File: config.mk
export PLATFORM = sky130hd
export DESIGN_NAME = rob_gen
export DESIGN_NICKNAME = d
export VERILOG_FILES = /design/src/rtl/rob_gen.sv
export SDC_FILE = /design/constraint.sdc
export NUM_CORES = 2
export LEC_CHECK = 0
export ABC_CLOCK_PERIOD_IN_PS = 9600
export BUFFER_PORTS_ARGS = -buffer_cell sky130_fd_sc_hd__buf_4
export CORE_MARGIN = 2
export CORE_UTILIZATION = 31
export CTS_CLUSTER_DIAMETER = 60
export DETAILED_ROUTE_END_ITERATION = 10
export GPL_ROUTABILITY_DRIVEN = 0
export GPL_TIMING_DRIVEN = 0
export PLACE_DENSITY = 0.48
export SYNTH_ARGS = -nofsm -noshare
export SYNTH_HDL_FRONTEND = slang
export SYNTH_SLANG_ARGS = --single-unit
File: constraint.sdc
create_clock -name clk -period 9.6 [get_ports clk]
set_input_delay 0.96 -clock clk [delete_from_list [all_inputs] [get_ports clk]]
set_output_delay 0.96 -clock clk [all_outputs]
set_load 0.02 [all_outputs]
File: src/rtl/rob_gen.sv
// rob_gen: reorder buffer with in-order commit, store memory handshake and branch flush
module rob_gen #(
  parameter int DEPTH  = 16,
  parameter int DATA_W = 32,
  parameter int TAG_W  = $clog2(DEPTH) + 1
) (
  input  logic                    clk,
  input  logic                    rst,
  input  logic                    rdy,
  input  logic                    alloc_valid,
  output logic                    alloc_ready,
  output logic [TAG_W-1:0]        alloc_tag,
  input  logic [1:0]              alloc_kind,
  input  logic [4:0]              alloc_dest,
  input  logic [1:0]              alloc_size,
  input  logic [DATA_W-1:0]       alloc_pc,
  input  logic                    alloc_pred,
  input  logic [TAG_W-1:0]        qa_tag,
  input  logic [TAG_W-1:0]        qb_tag,
  output logic                    qa_ready,
  output logic                    qb_ready,
  output logic [DATA_W-1:0]       qa_value,
  output logic [DATA_W-1:0]       qb_value,
  input  logic [TAG_W-1:0]        wb_tag,
  input  logic [DATA_W-1:0]       wb_value,
  input  logic [DATA_W-1:0]       wb_addr,
  input  logic [DATA_W-1:0]       wb_newpc,
  input  logic                    wb_taken,
  input  logic [DATA_W-1:0]       chk_addr,
  output logic                    chk_hit,
  output logic                    cm_valid,
  output logic [4:0]              cm_reg,
  output logic [TAG_W-1:0]        cm_tag,
  output logic [DATA_W-1:0]       cm_value,
  output logic                    st_req,
  output logic [DATA_W-1:0]       st_addr,
  output logic [DATA_W-1:0]       st_data,
  output logic [1:0]              st_size,
  input  logic                    st_ack,
  output logic                    bp_valid,
  output logic [DATA_W-1:0]       bp_pc,
  output logic                    bp_taken,
  output logic                    flush,
  output logic [DATA_W-1:0]       flush_pc,
  output logic [$clog2(DEPTH):0]  count
);
  localparam int PW = $clog2(DEPTH);
  localparam int CW = PW + 1;
  localparam logic [1:0] K_BR = 2'd1, K_ST = 2'd2, K_JALR = 2'd3;
  typedef enum logic [1:0] {IDLE, ST_WAIT, FLUSH} state_t;
  state_t state_q;
  logic [PW-1:0] head_q, tail_q, wb_idx, rel;
  logic [CW-1:0] count_q;
  logic [1:0] kind_q [DEPTH];
  logic [1:0] size_q [DEPTH];
  logic [4:0] dest_q [DEPTH];
  logic [DATA_W-1:0] pc_q [DEPTH];
  logic [DATA_W-1:0] value_q [DEPTH];
  logic [DATA_W-1:0] addr_q [DEPTH];
  logic [DATA_W-1:0] newpc_q [DEPTH];
  logic pred_q [DEPTH];
  logic taken_q [DEPTH];
  logic ready_q [DEPTH];
  logic addr_valid_q [DEPTH];
  logic acc, ret, wb_en, head_rdy, mispred;
  logic [1:0] hk;
  assign count       = count_q;
  assign alloc_ready = (count_q != CW'(DEPTH)) && state_q != FLUSH;
  assign alloc_tag   = TAG_W'({1'b0, tail_q}) + TAG_W'(1);
  assign acc         = rdy && alloc_valid && alloc_ready;
  assign wb_en       = rdy && state_q != FLUSH && wb_tag != '0;
  assign wb_idx      = PW'(wb_tag - TAG_W'(1));
  assign hk          = kind_q[head_q];
  assign head_rdy    = count_q != '0 && ready_q[head_q];
  assign mispred     = (hk == K_BR && taken_q[head_q] != pred_q[head_q]) || hk == K_JALR;
  // a register-writing or branch head retires at the commit decision; a store retires on its ack
  assign ret = rdy && ((state_q == IDLE && head_rdy && hk != K_ST) || (state_q == ST_WAIT && st_ack));
  // operand lookup with same-cycle writeback bypass; tag 0 means the operand needs no producer
  assign qa_ready = qa_tag == '0 || wb_tag == qa_tag || ready_q[PW'(qa_tag - TAG_W'(1))];
  assign qb_ready = qb_tag == '0 || wb_tag == qb_tag || ready_q[PW'(qb_tag - TAG_W'(1))];
  assign qa_value = qa_tag == '0 ? '0 : wb_tag == qa_tag ? wb_value : value_q[PW'(qa_tag - TAG_W'(1))];
  assign qb_value = qb_tag == '0 ? '0 : wb_tag == qb_tag ? wb_value : value_q[PW'(qb_tag - TAG_W'(1))];
  // address conflict: only entries between head and head+count are live
  always_comb begin
    chk_hit = 1'b0;
    rel = '0;
    for (int i = 0; i < DEPTH; i++) begin
      rel = PW'(i) - head_q;
      if (kind_q[i] == K_ST && addr_valid_q[i] && addr_q[i] == chk_addr && CW'(rel) < count_q) chk_hit = 1'b1;
    end
  end
  // entry storage: allocation fills the tail slot, writeback fills results, flush invalidates all
  always_ff @(posedge clk or negedge rst) begin
    if (!rst) begin
      for (int i = 0; i < DEPTH; i++) begin
        kind_q[i] <= '0;
        size_q[i] <= '0;
        dest_q[i] <= '0;
        pc_q[i] <= '0;
        value_q[i] <= '0;
        addr_q[i] <= '0;
        newpc_q[i] <= '0;
        pred_q[i] <= 1'b0;
        taken_q[i] <= 1'b0;
        ready_q[i] <= 1'b0;
        addr_valid_q[i] <= 1'b0;
      end
    end else if (rdy) begin
      if (state_q == FLUSH)
        for (int i = 0; i < DEPTH; i++) begin
          ready_q[i] <= 1'b0;
          addr_valid_q[i] <= 1'b0;
        end
      if (acc) begin
        kind_q[tail_q] <= alloc_kind;
        size_q[tail_q] <= alloc_size;
        dest_q[tail_q] <= alloc_dest;
        pc_q[tail_q] <= alloc_pc;
        pred_q[tail_q] <= alloc_pred;
        ready_q[tail_q] <= 1'b0;
        addr_valid_q[tail_q] <= 1'b0;
      end
      if (wb_en) begin
        value_q[wb_idx] <= wb_value;
        newpc_q[wb_idx] <= wb_newpc;
        taken_q[wb_idx] <= wb_taken;
        ready_q[wb_idx] <= 1'b1;
        if (kind_q[wb_idx] == K_ST) begin
          addr_q[wb_idx] <= wb_addr;
          addr_valid_q[wb_idx] <= 1'b1;
        end
      end
    end
  end
  // pointers, occupancy and the commit FSM with its registered pulse outputs
  always_ff @(posedge clk or negedge rst) begin
    if (!rst) begin
      state_q <= IDLE;
      head_q <= '0;
      tail_q <= '0;
      count_q <= '0;
      cm_valid <= 1'b0;
      cm_reg <= '0;
      cm_tag <= '0;
      cm_value <= '0;
      st_req <= 1'b0;
      st_addr <= '0;
      st_data <= '0;
      st_size <= '0;
      bp_valid <= 1'b0;
      bp_pc <= '0;
      bp_taken <= 1'b0;
      flush <= 1'b0;
      flush_pc <= '0;
    end else if (rdy) begin
      cm_valid <= 1'b0;
      bp_valid <= 1'b0;
      flush <= 1'b0;
      if (acc) tail_q <= tail_q + PW'(1);
      if (ret) head_q <= head_q + PW'(1);
      count_q <= count_q + CW'(acc) - CW'(ret);
      case (state_q)
        IDLE: if (head_rdy) begin
          if (hk == K_ST) begin
            st_req <= 1'b1;
            st_addr <= addr_q[head_q];
            st_data <= value_q[head_q];
            st_size <= size_q[head_q];
            state_q <= ST_WAIT;
          end else begin
            cm_valid <= hk != K_BR;
            cm_reg <= dest_q[head_q];
            cm_tag <= TAG_W'({1'b0, head_q}) + TAG_W'(1);
            cm_value <= value_q[head_q];
            bp_valid <= hk == K_BR;
            bp_pc <= pc_q[head_q];
            bp_taken <= taken_q[head_q];
            if (mispred) begin
              flush <= 1'b1;
              flush_pc <= (hk == K_JALR || taken_q[head_q]) ? newpc_q[head_q] : pc_q[head_q] + DATA_W'(4);
              state_q <= FLUSH;
            end
          end
        end
        ST_WAIT: if (st_ack) begin
          st_req <= 1'b0;
          state_q <= IDLE;
        end
        default: begin
          head_q <= '0;
          tail_q <= '0;
          count_q <= '0;
          state_q <= IDLE;
        end
      endcase
    end
  end
endmodule

# After elaboration in Yosys (flattened, before gate mapping)
# Index checks and enable logic that the tools add are counted.
# Widths: inputs -> output; s select.
# totals
ff_bits,2448
wordCells,511
inputBits,191
output_inout_bits,255
# classes
n_addsub,26
bitwise,11
eq_ne,51
magnitude_cmp,23
n_mux,122
reduce_logical,85
# ops
operator,count
$bwmux 512,4
$bmux 32 s4,6
$mux 32,19
$eq 32x32->1,16
$demux 32 s4,2
$mux 16,11
$bwmux 80,1
$lt 4x5->1,16
$bwmux 32,2
$logic_and 1x1->1,61
$mux 1,41
$eq 2x2->1 const B,20
$add 32x3->32 const B,1
$and 16x16->16,2
$bwmux 16,2
$or 16x16->16,2
$sub 4x4->4 const A,8
$ge 5x5->1 const B,5
$not 4->5,5
$bmux 2 s4,3
$mux 2,11
$bmux 1 s4,5
$bmux 5 s4,1
$demux 5 s4,1
34 further kinds,73

# Longest topological paths before layout
# depth
word_depth,20
mapped_depth,27
mapped_depth_nobuf,18

# Worst setup path before layout
# No wires, ideal clock.
# synth_path
path_type,register -> register
from,register head_q[0]
to,register count_q[4] (netlist: count[4])
path_stages_with_launch,28
required_ns,9.471
slack_ns,4.126
setup_ns,0.129
t_arrival_ns,5.345
path_buffers,10
synth_period_minus_slack_ns,5.474
path_cell_list,dfrtp_1 buf_6 buf_12 buf_12 buf_12 buf_8 buf_2 clkbuf_1 buf_2 mux4_2 mux4_2 inv_1 ha_1 nand2b_1 clkbuf_1 clkbuf_1 o21ai_0 ha_1 inv_1 ha_1 fa_1 a21oi_1 nor2_1 nor2_1 xnor2_1 nor3_1 a21oi_1 o2bb2ai_1
# synth_between
elab_chain_cells,11
# synth_rtl
item,line,source
start: declaration,52,"logic [PW-1:0] head_q, tail_q, wb_idx, rel;"
start signal: assignment,160,if (ret) head_q <= head_q + PW'(1);
$not 4->5 (not written as such) *,"73, 74",
$bmux 1 s4,74,assign head_rdy = count_q != '0 && ready_q[head_q];
$mux 1 (not written as such) (2 in a row),74,
$logic_and 1x1->1,74,
$logic_and 1x1->1,77,assign ret = rdy && ((state_q == IDLE && head_rdy && hk != K_ST) || (state_q == ST_WAIT && st_ack));
$logic_and 1x1->1 *,77,
$logic_or 1x1->1 *,77,
$logic_and 1x1->1 *,77,
$sub 5x1->5 *,161,count_q <= count_q + CW'(acc) - CW'(ret);
$mux 5 *,162,case (state_q)
end signal: assignment,161,
end: declaration,53,logic [CW-1:0] count_q;
# Every way passes the cells marked *; elsewhere a longest branch is shown, timed or not. The select of a mux whose other input is x is not followed.
# A chain may end at the register's enable or synchronous reset.

# Worst setup path after layout
# Ends and elaborated chain as after synthesis.

==> impl_metrics.tcl <==
set metrics [dict create \
    status "finished, violations left" \
    async_reset_ff_share_pct 100 \
    cts_sinks 2448 \
    syn-cell-area_sq_um 125000 \
    cts_root_buffer "clkbuf_16" \
    dr.pass1.iters 6 \
    max_freq_ghz 0.106 \
    synth_nets 8614 \
    ant_nets 0 \
    yosys-top-cells-count "2448 x dfrtp_1, 2358 x mux2_2, 911 x mux4_2, 489 x clkbuf_1, 389 x xnor2_1" \
    violations "max-capacitance violations, max-slew violations" \
    cts_buffers 314 \
    grt_overflow 0 \
    die_x_microns 640 \
    period_needed_ns 9.40 \
    fin_util_pct 36.4 \
    r2r_start "head_q[0]$_DFFE_PN0P_" \
    path_delay_family "buffers and inverters" \
    drt_drc_violations_left 0 \
    start_kind "register" \
    hold_depth 2 \
    cp.arrival_ns 10.20 \
    rsz0062_at_grt "false" \
    nFillCells 38400 \
    routed_via_density 5.62 \
    dp_hpwl_microns 386000 \
    die-area_sq_um 409000 \
    ir_drop_uv 154 \
    yosysWarnings 0 \
    synth_cell_type_count 73 \
    synthCells 8363 \
    layout.nets 9373 \
    hold_viol 0 \
    htree_levels 5 \
    critPathKind "reg -> reg" \
    r2r_cells 27 \
    fp-row-count 233 \
    hold_slack_ns 0.289 \
    antenna_found_initial 109 \
    track_usage_pct 25.2 \
    seq_area_sq_um 61300 \
    synthFlopType "dfrtp_1" \
    yosysTopAreaCellShare_pct 48.9 \
    critPathMaxStageDelay_ns 1.04 \
    drv_slew 59 \
    synth_edf_count 0 \
    grt_pass1_wl_microns 719000 \
    die_h_microns 640 \
    core_sq_um 403000 \
    multi_input_area_sq_um 60700 \
    first_global_vias 85700 \
    finClkSkew_ns 0.0536 \
    vias 83300 \
    min_from "wb_addr[5]" \
    clkTransAtPathRegs_ns 0.06 \
    worstSetupEndpointType "register" \
    io_buffer_count 409 \
    critPathBufInv 12 \
    yosys_register_bits 2448 \
    cp_slowest_cell "clkdlybuf4s15_1" \
    drtIter0Drc 7769 \
    finalSetupViolations 0 \
    fin_crit_sh_pct 97.9 \
    syn_to_final_growth_pct 16.9 \
    synthTopCellsByArea "dfrtp_1 49%, mux2_2 21%, mux4_2 16%" \
    yosysSeqAreaShare_pct 48.9 \
    initial_utilization_pct 31.1 \
    ioPinCount 446 \
    critPathRequiredTime_ns 10.41 \
    rrSetupSlack_ns 0.20 \
    syn_area_per_cell_sq_um 15.0 \
    grt_max_degree 183 \
    min_to "addr_q[133]$_DFFE_PN0P_" \
    yosysTopAreaCell "dfrtp_1" \
    ctsLongestPathBuffers 4 \
    drive_gt1_share_pct 46.7 \
    powerDensity_nw_per_um2 340 \
    routed_wl_microns 524000 \
    cts_tree "done" \
    leakagePower_nw 62.6 \
    r2r-end "count[4]$_DFFE_PN0P_" \
    slew_headroom_pct -11.1 \
    cap_violations 9 \
    crit_fanout 10 \
    fin_tns_setup_ns 0 \
    post-synth-top-count-cell "dfrtp_1" \
    hold_class "in -> reg" \
    tightest_slew_ns 1.66 \
    clkLatencyLatePin_ns 0.95 \
    wl_per_cell_microns 35.4 \
]
-- placed cells by master, fill, tap and decap left out, types with 9 or more instances in the layout --
master | synthesis | final
nor3_1 | 37 | 32
clkbuf_2 | 0 | 21
o21ai_0 | 50 | 50
mux2_2 | 2358 | 2358
nand3_1 | 21 | 21
nor2_1 | 119 | 119
mux4_1 | 20 | 20
xnor2_1 | 389 | 389
dfrtp_1 | 2448 | 2448
nor4_1 | 71 | 67
a22o_1 | 9 | 9
xor2_1 | 170 | 170
inv_6 | 0 | 16
diode_2 | 0 | 42
buf_2 | 90 | 96
nand2_1 | 131 | 131
nand4_1 | 103 | 103
buf_4 | 11 | 428
nor2b_1 | 88 | 88
a21oi_1 | 119 | 119
inv_1 | 48 | 48
clkinv_2 | 0 | 48
clkbuf_16 | 0 | 323
bufinv_16 | 0 | 17
buf_6 | 7 | 11
mux4_2 | 911 | 911
buf_1 | 162 | 156
a21o_1 | 55 | 55
nand2b_1 | 12 | 12
buf_16 | 0 | 17
clkbuf_8 | 0 | 64
mux2i_1 | 88 | 88
o22ai_1 | 15 | 15
ha_1 | 59 | 59
clkinv_4 | 0 | 11
a22oi_1 | 42 | 42
and2_1 | 9 | 9
clkinvlp_4 | 0 | 12
a211oi_1 | 132 | 132
clkbuf_1 | 489 | 536
-- where the power goes --
group          internal, mW  total [mW]  switching (mW)
clock                  7.15        12.0            4.89
sequential             14.1        17.0            2.87
combinational          9.57        20.7            11.2
-- cell type report --
cell class | count | share of cell area [%]
buffer | 764 | 2.17
clock buffer | 454 | 6.30
tap | 5405 | 4.62
multi-input combinational | 5101 | 41.5
antenna | 42 | 0.0718
clock inverter | 113 | 0.834
inverter | 50 | 0.128
sequential | 2448 | 41.9
timing repair buffer | 443 | 2.53
-- metrics by stage --
step	instance area, sq um	cells	power [mW]	worst slack, ns
finish	146000	14800	49.8	0.203
global route	146000	14800	51.7	0.0755
CTS	146000	14800	49.9	0.229
detailed placement	136000	14200	37.7	0.223
global placement	135000	14200	37.1	-23.68
floorplan	125000	8363	28.8	4.13
-- logic make-up (layout without fill, tap and decap cells) --
| kind of cell | Yosys count | in the layout | share of synthesized area (%) |
|---|---|---|---|
| mux | 3378 | 3378 | 38.7 |
| simple gates | 633 | 633 | 2.68 |
| flops | 2448 | 2448 | 48.9 |
| buf+inv | 814 | 1824 | 2.66 |
| compound gates | 471 | 471 | 2.52 |
| fa+ha+maj | 60 | 60 | 0.605 |
| xor+xnor | 559 | 559 | 3.91 |
| other cells | 0 | 42 | 0 |
-- per-layer routing --
layer | vias up | track usage, % | wire length, microns
met4 | 70 | 12.5 | 28700
met5 | - | 0 | 447
met3 | 1066 | 6.76 | 43000
li1 | 33100 | - | -
met1 | 45300 | 32.2 | 210000
met2 | 3737 | 39.4 | 242000
-- worst reg2reg max path, stage by stage (launching register included) --
cell	delay, ns
dfrtp_1	0.36
buf_6	0.24
buf_12	0.25
buf_12	0.21
buf_12	0.19
buf_8	0.22
buf_2	0.52
clkdlybuf4s15_1	1.05
buf_2	0.82
mux4_2	0.44
mux4_2	0.55
inv_1	0.10
ha_1	0.16
nand2b_1	0.10
clkbuf_2	0.60
clkbuf_1	1.05
o21ai_0	0.47
ha_1	0.43
inv_1	0.04
ha_1	0.21
fa_1	0.45
a21oi_1	0.19
nor2_1	0.06
nor2_1	0.12
xnor2_1	0.17
nor3_1	0.07
a21oi_1	0.15
o2bb2ai_1	0.08
-- repair_timing --
action	in CTS	in global routing
hold endpoints to repair	2	0
hold buffers	1	0
setup endpoints to repair	0	1
gates resized for setup	0	2
buffers inserted	0	0
-- worst max path at each step --
stage          cells after the start  slack [ns]                  start               endpoint
2_1_floorplan                     27        4.13  head_q[0]$_DFFE_PN0P_   count[4]$_DFFE_PN0P_
3_3_place_gp                       1      -23.68                    rst  pc_q[109]$_DFFE_PN0P_
3_5_place_dp                      27        0.22  head_q[0]$_DFFE_PN0P_   count[4]$_DFFE_PN0P_
4_1_cts                           27        0.23  head_q[0]$_DFFE_PN0P_   count[4]$_DFFE_PN0P_
5_1_grt                           27        0.08  head_q[0]$_DFFE_PN0P_   count[4]$_DFFE_PN0P_
6_report                          27        0.20  head_q[0]$_DFFE_PN0P_   count[4]$_DFFE_PN0P_
Note: power is estimated with default switching activity, not from simulation.
